<file path="config.mk">
export PLATFORM = sky130hd
export DESIGN_NAME = ai_fifo_counted
export DESIGN_NICKNAME = d
export VERILOG_FILES = /design/src/rtl/ai_fifo_counted.sv
export SDC_FILE = /design/constraint.sdc
export NUM_CORES = 2
export LEC_CHECK = 0
export ABC_CLOCK_PERIOD_IN_PS = 9750
export BUFFER_PORTS_ARGS = -buffer_cell sky130_fd_sc_hd__buf_2
export CORE_MARGIN = 8
export CORE_UTILIZATION = 25
export CTS_BUF_LIST = sky130_fd_sc_hd__clkbuf_4 sky130_fd_sc_hd__clkbuf_8
export CTS_CLUSTER_DIAMETER = 60
export CTS_CLUSTER_SIZE = 40
export DETAILED_ROUTE_END_ITERATION = 7
export PLACE_DENSITY_LB_ADDON = 0.15
export REMOVE_ABC_BUFFERS = 1
export SETUP_SLACK_MARGIN = 0.4
export SLEW_MARGIN = 20
export SYNTH_ARGS = -nofsm -noshare
export SYNTH_HDL_FRONTEND = slang
export SYNTH_SLANG_ARGS = --single-unit
</file>
<file path="constraint.sdc">
create_clock -name clk -period 9.75 [get_ports clk]
set_clock_uncertainty 0.1 [all_clocks]
set_input_delay 0.4875 -clock clk [delete_from_list [all_inputs] [get_ports clk]]
set_output_delay 0.4875 -clock clk [all_outputs]
set_load 0.05 [all_outputs]
</file>
<file path="src/rtl/ai_fifo_counted.sv">
// Single-clock synchronous FIFO with an occupancy counter, threshold flags,
// registered read data with a valid strobe, flush, and sticky error flags.
module ai_fifo_counted #(
    parameter int unsigned DEPTH      = 64,
    parameter int unsigned DATA_WIDTH = 32,
    parameter int unsigned AF_LEVEL   = DEPTH - 4,
    parameter int unsigned AE_LEVEL   = 4
) (
    input  logic                         clk,
    input  logic                         rst,
    input  logic                         flush,
    input  logic                         w_en,
    input  logic [DATA_WIDTH-1:0]        data_in,
    input  logic                         r_en,
    input  logic                         clr_err,
    output logic [DATA_WIDTH-1:0]        data_out,
    output logic                         data_valid,
    output logic [$clog2(DEPTH):0]       count,
    output logic                         full,
    output logic                         empty,
    output logic                         almost_full,
    output logic                         almost_empty,
    output logic                         overflow,
    output logic                         underflow
);

    localparam int unsigned AW = $clog2(DEPTH);
    localparam int unsigned CW = AW + 1;
    localparam logic [CW-1:0] FULL_CNT = CW'(DEPTH);
    localparam logic [CW-1:0] AF_CNT   = CW'(AF_LEVEL);
    localparam logic [CW-1:0] AE_CNT   = CW'(AE_LEVEL);

    logic [DATA_WIDTH-1:0] mem [DEPTH];
    logic [AW-1:0]         w_ptr;
    logic [AW-1:0]         r_ptr;
    logic                  wr_ok;
    logic                  rd_ok;

    // Status flags are pure decodes of the count register.
    assign full         = (count == FULL_CNT);
    assign empty        = (count == '0);
    assign almost_full  = (count >= AF_CNT);
    assign almost_empty = (count <= AE_CNT);

    assign wr_ok = w_en && !full;
    assign rd_ok = r_en && !empty;

    // Storage array carries no reset; writes are blocked during rst and flush.
    always_ff @(posedge clk) begin
        if (!rst && !flush && wr_ok) begin
            mem[w_ptr] <= data_in;
        end
    end

    always_ff @(posedge clk) begin
        if (rst) begin
            w_ptr      <= '0;
            r_ptr      <= '0;
            count      <= '0;
            data_out   <= '0;
            data_valid <= 1'b0;
            overflow   <= 1'b0;
            underflow  <= 1'b0;
        end else if (flush) begin
            w_ptr      <= '0;
            r_ptr      <= '0;
            count      <= '0;
            data_valid <= 1'b0;
        end else begin
            // A new error event wins over a same-cycle clear.
            overflow  <= (w_en && full)  || (overflow  && !clr_err);
            underflow <= (r_en && empty) || (underflow && !clr_err);
            data_valid <= rd_ok;
            if (wr_ok) begin
                w_ptr <= w_ptr + AW'(1);
            end
            if (rd_ok) begin
                data_out <= mem[r_ptr];
                r_ptr    <= r_ptr + AW'(1);
            end
            case ({wr_ok, rd_ok})
                2'b10:   count <= count + CW'(1);
                2'b01:   count <= count - CW'(1);
                default: count <= count;
            endcase
        end
    end

endmodule

</file>
# Yosys cells after proc, flatten, opt, wreduce, memory -nomap -nowiden
# Memory sizes are Yosys's and may differ from the RTL's. A register that Yosys moved wholly into a read port is not among the register bits.
# Cells that the tools add are included.
dict set report totals {
  register_bits 22
  mem_bits_rw 2048
  input_bits 38
  output_inout_bits 46
  elab_cells 39
  memories 1
}
# memory words width read_ports rd_clocked_by_memory_dff wr line_no
set mem_list {}
lappend mem_list {mem 64 32 1 1 1 33} ;# logic [DATA_WIDTH-1:0] mem [DEPTH];
dict set report op_classes {
  add_sub_neg 4
  order_cmp 2
  n_eq_ne 3
  muxes 3
  bitwise 1
  n_reduce_logical 19
}
# op count
set ops {}
lappend ops {{$pmux W7 S2} 1}
lappend ops {{$add A6 B1 Y6 const B} 2}
lappend ops {{$logic_and A1 B1 Y1} 8}
lappend ops {{$add A7 B1 Y7 const B} 1}
lappend ops {{$eq A7 B7 Y1 const B} 1}
lappend ops {{$ge A7 B6 Y1 const B} 1}
lappend ops {{$le A7 B3 Y1 const B} 1}
lappend ops {{$logic_not A7 Y1} 1}
lappend ops {{$sub A7 B1 Y7 const B} 1}
lappend ops {{$logic_not A1 Y1} 5}
lappend ops {{$eq A2 B1 Y1 const B} 1}
lappend ops {{$eq A2 B2 Y1 const B} 1}
lappend ops {{$logic_or A1 B1 Y1} 2}
lappend ops {{$mux W1} 2}
lappend ops {{$reduce_and A2 Y1} 1}
lappend ops {{$reduce_bool A2 Y1} 1}
lappend ops {{$reduce_or A2 Y1} 1}
lappend ops {{$not A1 Y1} 1}

# Logic depth before layout (Yosys ltp)
dict set report logic_depth {
  depth_word 6
  ltp_mapped 14
  ltp_nobuf 13
}

# Worst setup path after synthesis
# Ideal clock, no wire load.
dict set report synth_path {
  kind {reg-to-reg}
  startpoint {register count[0]}
  endpoint {memory mem[63][0] (enable)}
  setup_time_ns 0.461
  t_arrival_ns 3.802
  t_required_ns 9.189
  setup_slack_ns 5.387
  path_stages_with_launch 7
  path_buffers 1
  period_less_slack_ns 4.363
  path_cell_list {dfxtp_1 -> nor4_1 -> nand3_1 -> and2_1 -> clkbuf_1 -> nand4_1 -> nor3_1}
}
dict set report synth_between {
  elab_chain_cells 6
}
# item line_no
set synth_rtl {}
lappend synth_rtl {{start, declared} 18} ;# output logic [$clog2(DEPTH):0] count,
lappend synth_rtl {{start signal, assigned} 82} ;# 2'b10: count <= count + CW'(1);
lappend synth_rtl {{start signal, assigned} 83} ;# 2'b01: count <= count - CW'(1);
lappend synth_rtl {{start signal, assigned} 84} ;# default: count <= count;
lappend synth_rtl {{$eq A7 B7 Y1} 40} ;# assign full = (count == FULL_CNT);
lappend synth_rtl {{$logic_not A1 Y1} 45} ;# assign wr_ok = w_en && !full;
lappend synth_rtl {{$logic_and A1 B1 Y1} 45}
lappend synth_rtl {{$logic_and A1 B1 Y1} 50} ;# if (!rst && !flush && wr_ok) begin
lappend synth_rtl {{$mux W1} 50}
lappend synth_rtl {{$mux W1 (not written as such)} 51} ;# mem[w_ptr] <= data_in;
lappend synth_rtl {{end, declared} 33}
# No other way between the ends.

==> impl.org <==
** Timing
- Unrepaired setup endpoints after global routing :: false
- The number of max-slew violations in the final report came to 0.
- Dividing the final minimum period by the clock period gives 0.517.
- In the final timing run, aggregate negative setup slack is 0 ns.
- Transition time of the tightest slew-check pin :: 1.11 ns
- Final critical delay including setup and external delays :: 5.04 ns
- The number of hold violations in the final report was 0.
- The worst pin sits at a relative slew slack of 0.261.
- For this run, the top clock speed supported by timing is 198 MHz.
- Final setup violation count :: 0

** Clock tree
- Number of buffers inserted during clock tree synthesis :: 169
- Clk root buf :: sky130_fd_sc_hd__clkbuf_8
- After clock tree synthesis, the clock-pin slew on the worst setup and hold paths is 0.13 ns.
- Hold-fix buffers at CTS :: 14
- Counting every sink on the clock net gives 2102.
- Clock Latency Late Sink :: 0.99 ns
- CTS Buffer Depth :: 4
- In this run, post-CTS repair resized a total of 0 instances.
- TritonCTS built the clock tree.
- H-tree level count :: 4
- Once the clock tree was built, the setup fixing pass inserted 0 buffers.

** Yosys
- sky130_fd_sc_hd__edfxtp_1 takes more of the synthesized area than any other cell.
- Share of synthesized cell area in full adder, half adder and majority cells :: 0.00149
- Of the post-synthesis cell area, the dominant cell type holds 0.765.
- Fraction of synthesized cell area in xor and xnor cells :: 0.00109
- Post-synth design cell area :: 0.0804 mm2
- During synthesis, Yosys emitted a total of 0 warnings.
- By area, the combinational part of the netlist is dominated by multiplexers.
- Biggest area contributors in the synthesized netlist :: sky130_fd_sc_hd__edfxtp_1 (77%), sky130_fd_sc_hd__mux4_2 (12%), sky130_fd_sc_hd__mux2i_1 (3.0%), sky130_fd_sc_hd__dfxtp_1 (1.3%), sky130_fd_sc_hd__nor2_1 (0.48%)
- EDFF count, synth :: 2048
- Multiplexer fraction of the synthesized cell area :: 0.155
- Post-synthesis simple-gate area fraction :: 0.0131
- Synth Register Bits :: 2102
- The share of the Yosys chip area taken by registers is 0.779.
- Most common flop cell mapped by yosys :: sky130_fd_sc_hd__edfxtp_1
- Counting distinct cell types in the post-synthesis netlist gives 62.
- The fraction of the mapped netlist area in compound gates came to 0.0334.
- Counting flops with an async set or reset pin after synthesis yields a share of 0.
- Counting every instance in the synthesized netlist gives 3644.
- The average instance in the mapped netlist occupies 22.1 um2.

** Routing
- Drt pass-1 iters :: 5
- Routed Wire Length :: 260 mm
- Count of antenna-violating nets left after detailed routing :: 0
- For this run, design rule violations remaining after detail routing come to 0.
- In the routed layout, each cell is associated on average with a via count of 4.64.
- For this block, the initial DRC count from the detailed router was 3820.
- Mean routed wirelength per cell :: 31.3 um
- Via count :: 38600

** Critical path
- Endpoint arrival time on the critical path :: 5.81 ns
- Worst path slowest cell :: sky130_fd_sc_hd__a2111oi_0
- Largest driver fanout on the critical path :: 32
- At the worst endpoint, the required time is 10.52 ns.
- Worst-path cell chain :: buf_4, buf_4, mux4_2, a22o_1, a2111oi_0, a211oi_1, a21oi_1, nand2_1
- The setup path with the least slack is of type flop to flop.
- Launching element type of the critical path :: flop
- Largest stage delay on the critical path :: 0.89 ns
- The most numerous cell type found on the critical path is sky130_fd_sc_hd__buf_4.
- STA classifies the critical path endpoint as a flop.

** GRT
- The number of global-route vias before repair is 39900.
- The first global-routing pass estimated 353 mm of wire.
- Total Routing Usage GR :: 0.149
- Pin count of the biggest net entering global routing :: 83
- The number of antenna violations at the first check in global routing was 29.
- Global routing finished with a remaining overflow of 0.

** Place
- Detailed-placement wirelength estimate :: 140 mm
- In this run the tool buffered the top-level ports with 83 buffer cells.
- The congestion estimate from routability-driven global placement came to 0.736.

** Cells and area
- Final-stage net count :: 3926
- Area growth from synthesis to final layout :: 13.3%
- Fraction of layout instances using a drive strength above 1 :: 0.274

** Run status
- The run finished with clean final reports.

** Power and ir drop
- VDD sags by at most 104 uV.
- The design draws 16.2 mW.
- The analysis attributes to cell leakage a power of 26.2 nW.
- Power density over cell area :: 177 mW/mm2

** Floorplan
- Vertical extent of the die :: 583 um
- FP Rows :: 208
- Total die area :: 0.340 mm2
- After floorplanning, the core was sized to cover 0.320 mm2.
- Number of top-level pins :: 84
- Horizontal die dimension :: 583 um
- Initial core utilization :: 0.251

** Job
- Across the run, the number of max-cap violations was 0.

** Min path
- In this run the worst hold path is classified as input port to flop.
==> placed cells by master (no fill, tap or decap), drive strengths merged, types with 5 or more instances in the layout <==
cell type,Yosys,routed
a2111oi,27,27
a211o,7,7
a211oi,35,35
a21oi,75,75
a221oi,17,17
a22o,9,9
a22oi,36,36
a32oi,15,15
and3,9,9
buf,137,256
bufinv,0,12
clkbuf,69,180
clkinv,0,52
clkinvlp,0,7
dfxtp,54,54
diode,0,9
dlygate4sd3,0,14
edfxtp,2048,2048
ha,8,8
inv,10,60
mux2i,238,238
mux4,446,446
nand2,57,57
nand3,16,16
nor2,102,102
nor2b,17,17
nor3,7,7
o21ai,63,63
o221ai,37,37
o22ai,49,49
or3,5,5
xor2,7,7
==> critical path: cells and delay by family, from the launching register on <==
kind | cells | cell delay (ns)
buf+inv | 2 | 1.27
compound gates | 4 | 2.01
flops | 1 | 0.72
simple gates | 1 | 0.12
mux | 1 | 0.59
==> report_power, final <==
| part | leakage (nW) | switching [mW] | internal, mW |
|---|---|---|---|
| registers | 18.8 | 0.0136 | 9.90 |
| logic | 5.34 | 0.359 | 0.147 |
| clock network | 2.00 | 3.49 | 2.24 |
| total | 26.2 | 3.86 | 12.3 |
==> state kept, by name (all words and copies together), names as in the netlist <==
| signal | flops |
|---|---|
| mem | 2048 |
| w_ptr | 6 |
| count | 7 |
| r_ptr | 6 |
| data_valid | 1 |
| data_out | 32 |
| underflow | 1 |
| overflow | 1 |
==> per-layer routing <==
layer	global-route usage	wire [um]	share of wire
met4	0.0299	5070	0.020
met3	0.0209	12300	0.047
met5	0	13	0.000050
met1	0.207	117000	0.45
met2	0.249	126000	0.48
==> path summary, 6_finish.rpt <==
kind / start / slack [ns] / depth (start not counted) / end
worst min-delay path: data_in[13] / 0.1 / 2 / mem[18][13]$_DFFE_PP_
worst max-delay path: r_ptr[0]$_SDFFE_PP0P_ / 4.71 / 8 / data_out[0]$_SDFFE_PP0P_
worst max register to register: r_ptr[0]$_SDFFE_PP0P_ / 4.71 / 8 / data_out[0]$_SDFFE_PP0P_
worst min register to register: data_out[23]$_SDFFE_PP0P_ / 0.34 / 2 / data_out[23]$_SDFFE_PP0P_
==> per-stage QoR <==
step / area (um2) / worst slack (ns) / utilization / hold slack [ns] / cells
global placement: 86700 / 3.83 / 0.271 / 0.326 / 7989
global route: 91100 / 4.50 / 0.284 / 0.0537 / 8316
detailed placement: 86900 / 4.52 / 0.271 / 0.324 / 7999
finish: 91100 / 4.71 / 0.284 / 0.0962 / 8323
CTS: 91100 / 4.49 / 0.284 / 0.0114 / 8314
floorplan: 79000 / -17.60 / - / 0.385 / 3438
==> cells by family after synthesis <==
logic type	count (synthesis)
AO/OA/AOI/OAI	387
XOR/XNOR	10
adder cells (fa/ha/maj)	9
buffers and inverters	216
flip-flops	2102
multiplexers	687
AND/OR/NAND/NOR	233
==> area by class of cell <==
class | instances | area, um2
antenna | 9 | 22.5
clock buffer | 180 | 2450
clock inverter | 121 | 1550
fill | 31400 | 229000
inverter | 10 | 37.5
multi-input combinational | 1326 | 17100
sequential | 2102 | 62600
tap | 4305 | 5390
timing repair buffer | 270 | 1950
==> Yosys cell counts (all sizes together), types with 2 or more instances <==
master / number
a311o: 2
or2: 3
dfxtp: 54
o211ai: 4
xor2: 7
a22o: 9
and3: 9
clkbuf: 69
nand3b: 3
mux2i: 238
or3: 5
nor2b: 17
ha: 8
a2111oi: 27
nand4: 4
mux2: 3
o21ai: 63
nor2: 102
a221o: 3
xnor2: 3
a311oi: 2
nand2: 57
nor3: 7
or4: 3
o2111ai: 2
a22oi: 36
inv: 10
a211oi: 35
and2: 2
edfxtp: 2048
a21oi: 75
a32oi: 15
o221ai: 37
a211o: 7
buf: 137
nand3: 16
mux4: 446
a221oi: 17
o22ai: 49
No activity file was read; power rests on OpenSTA's default activity.
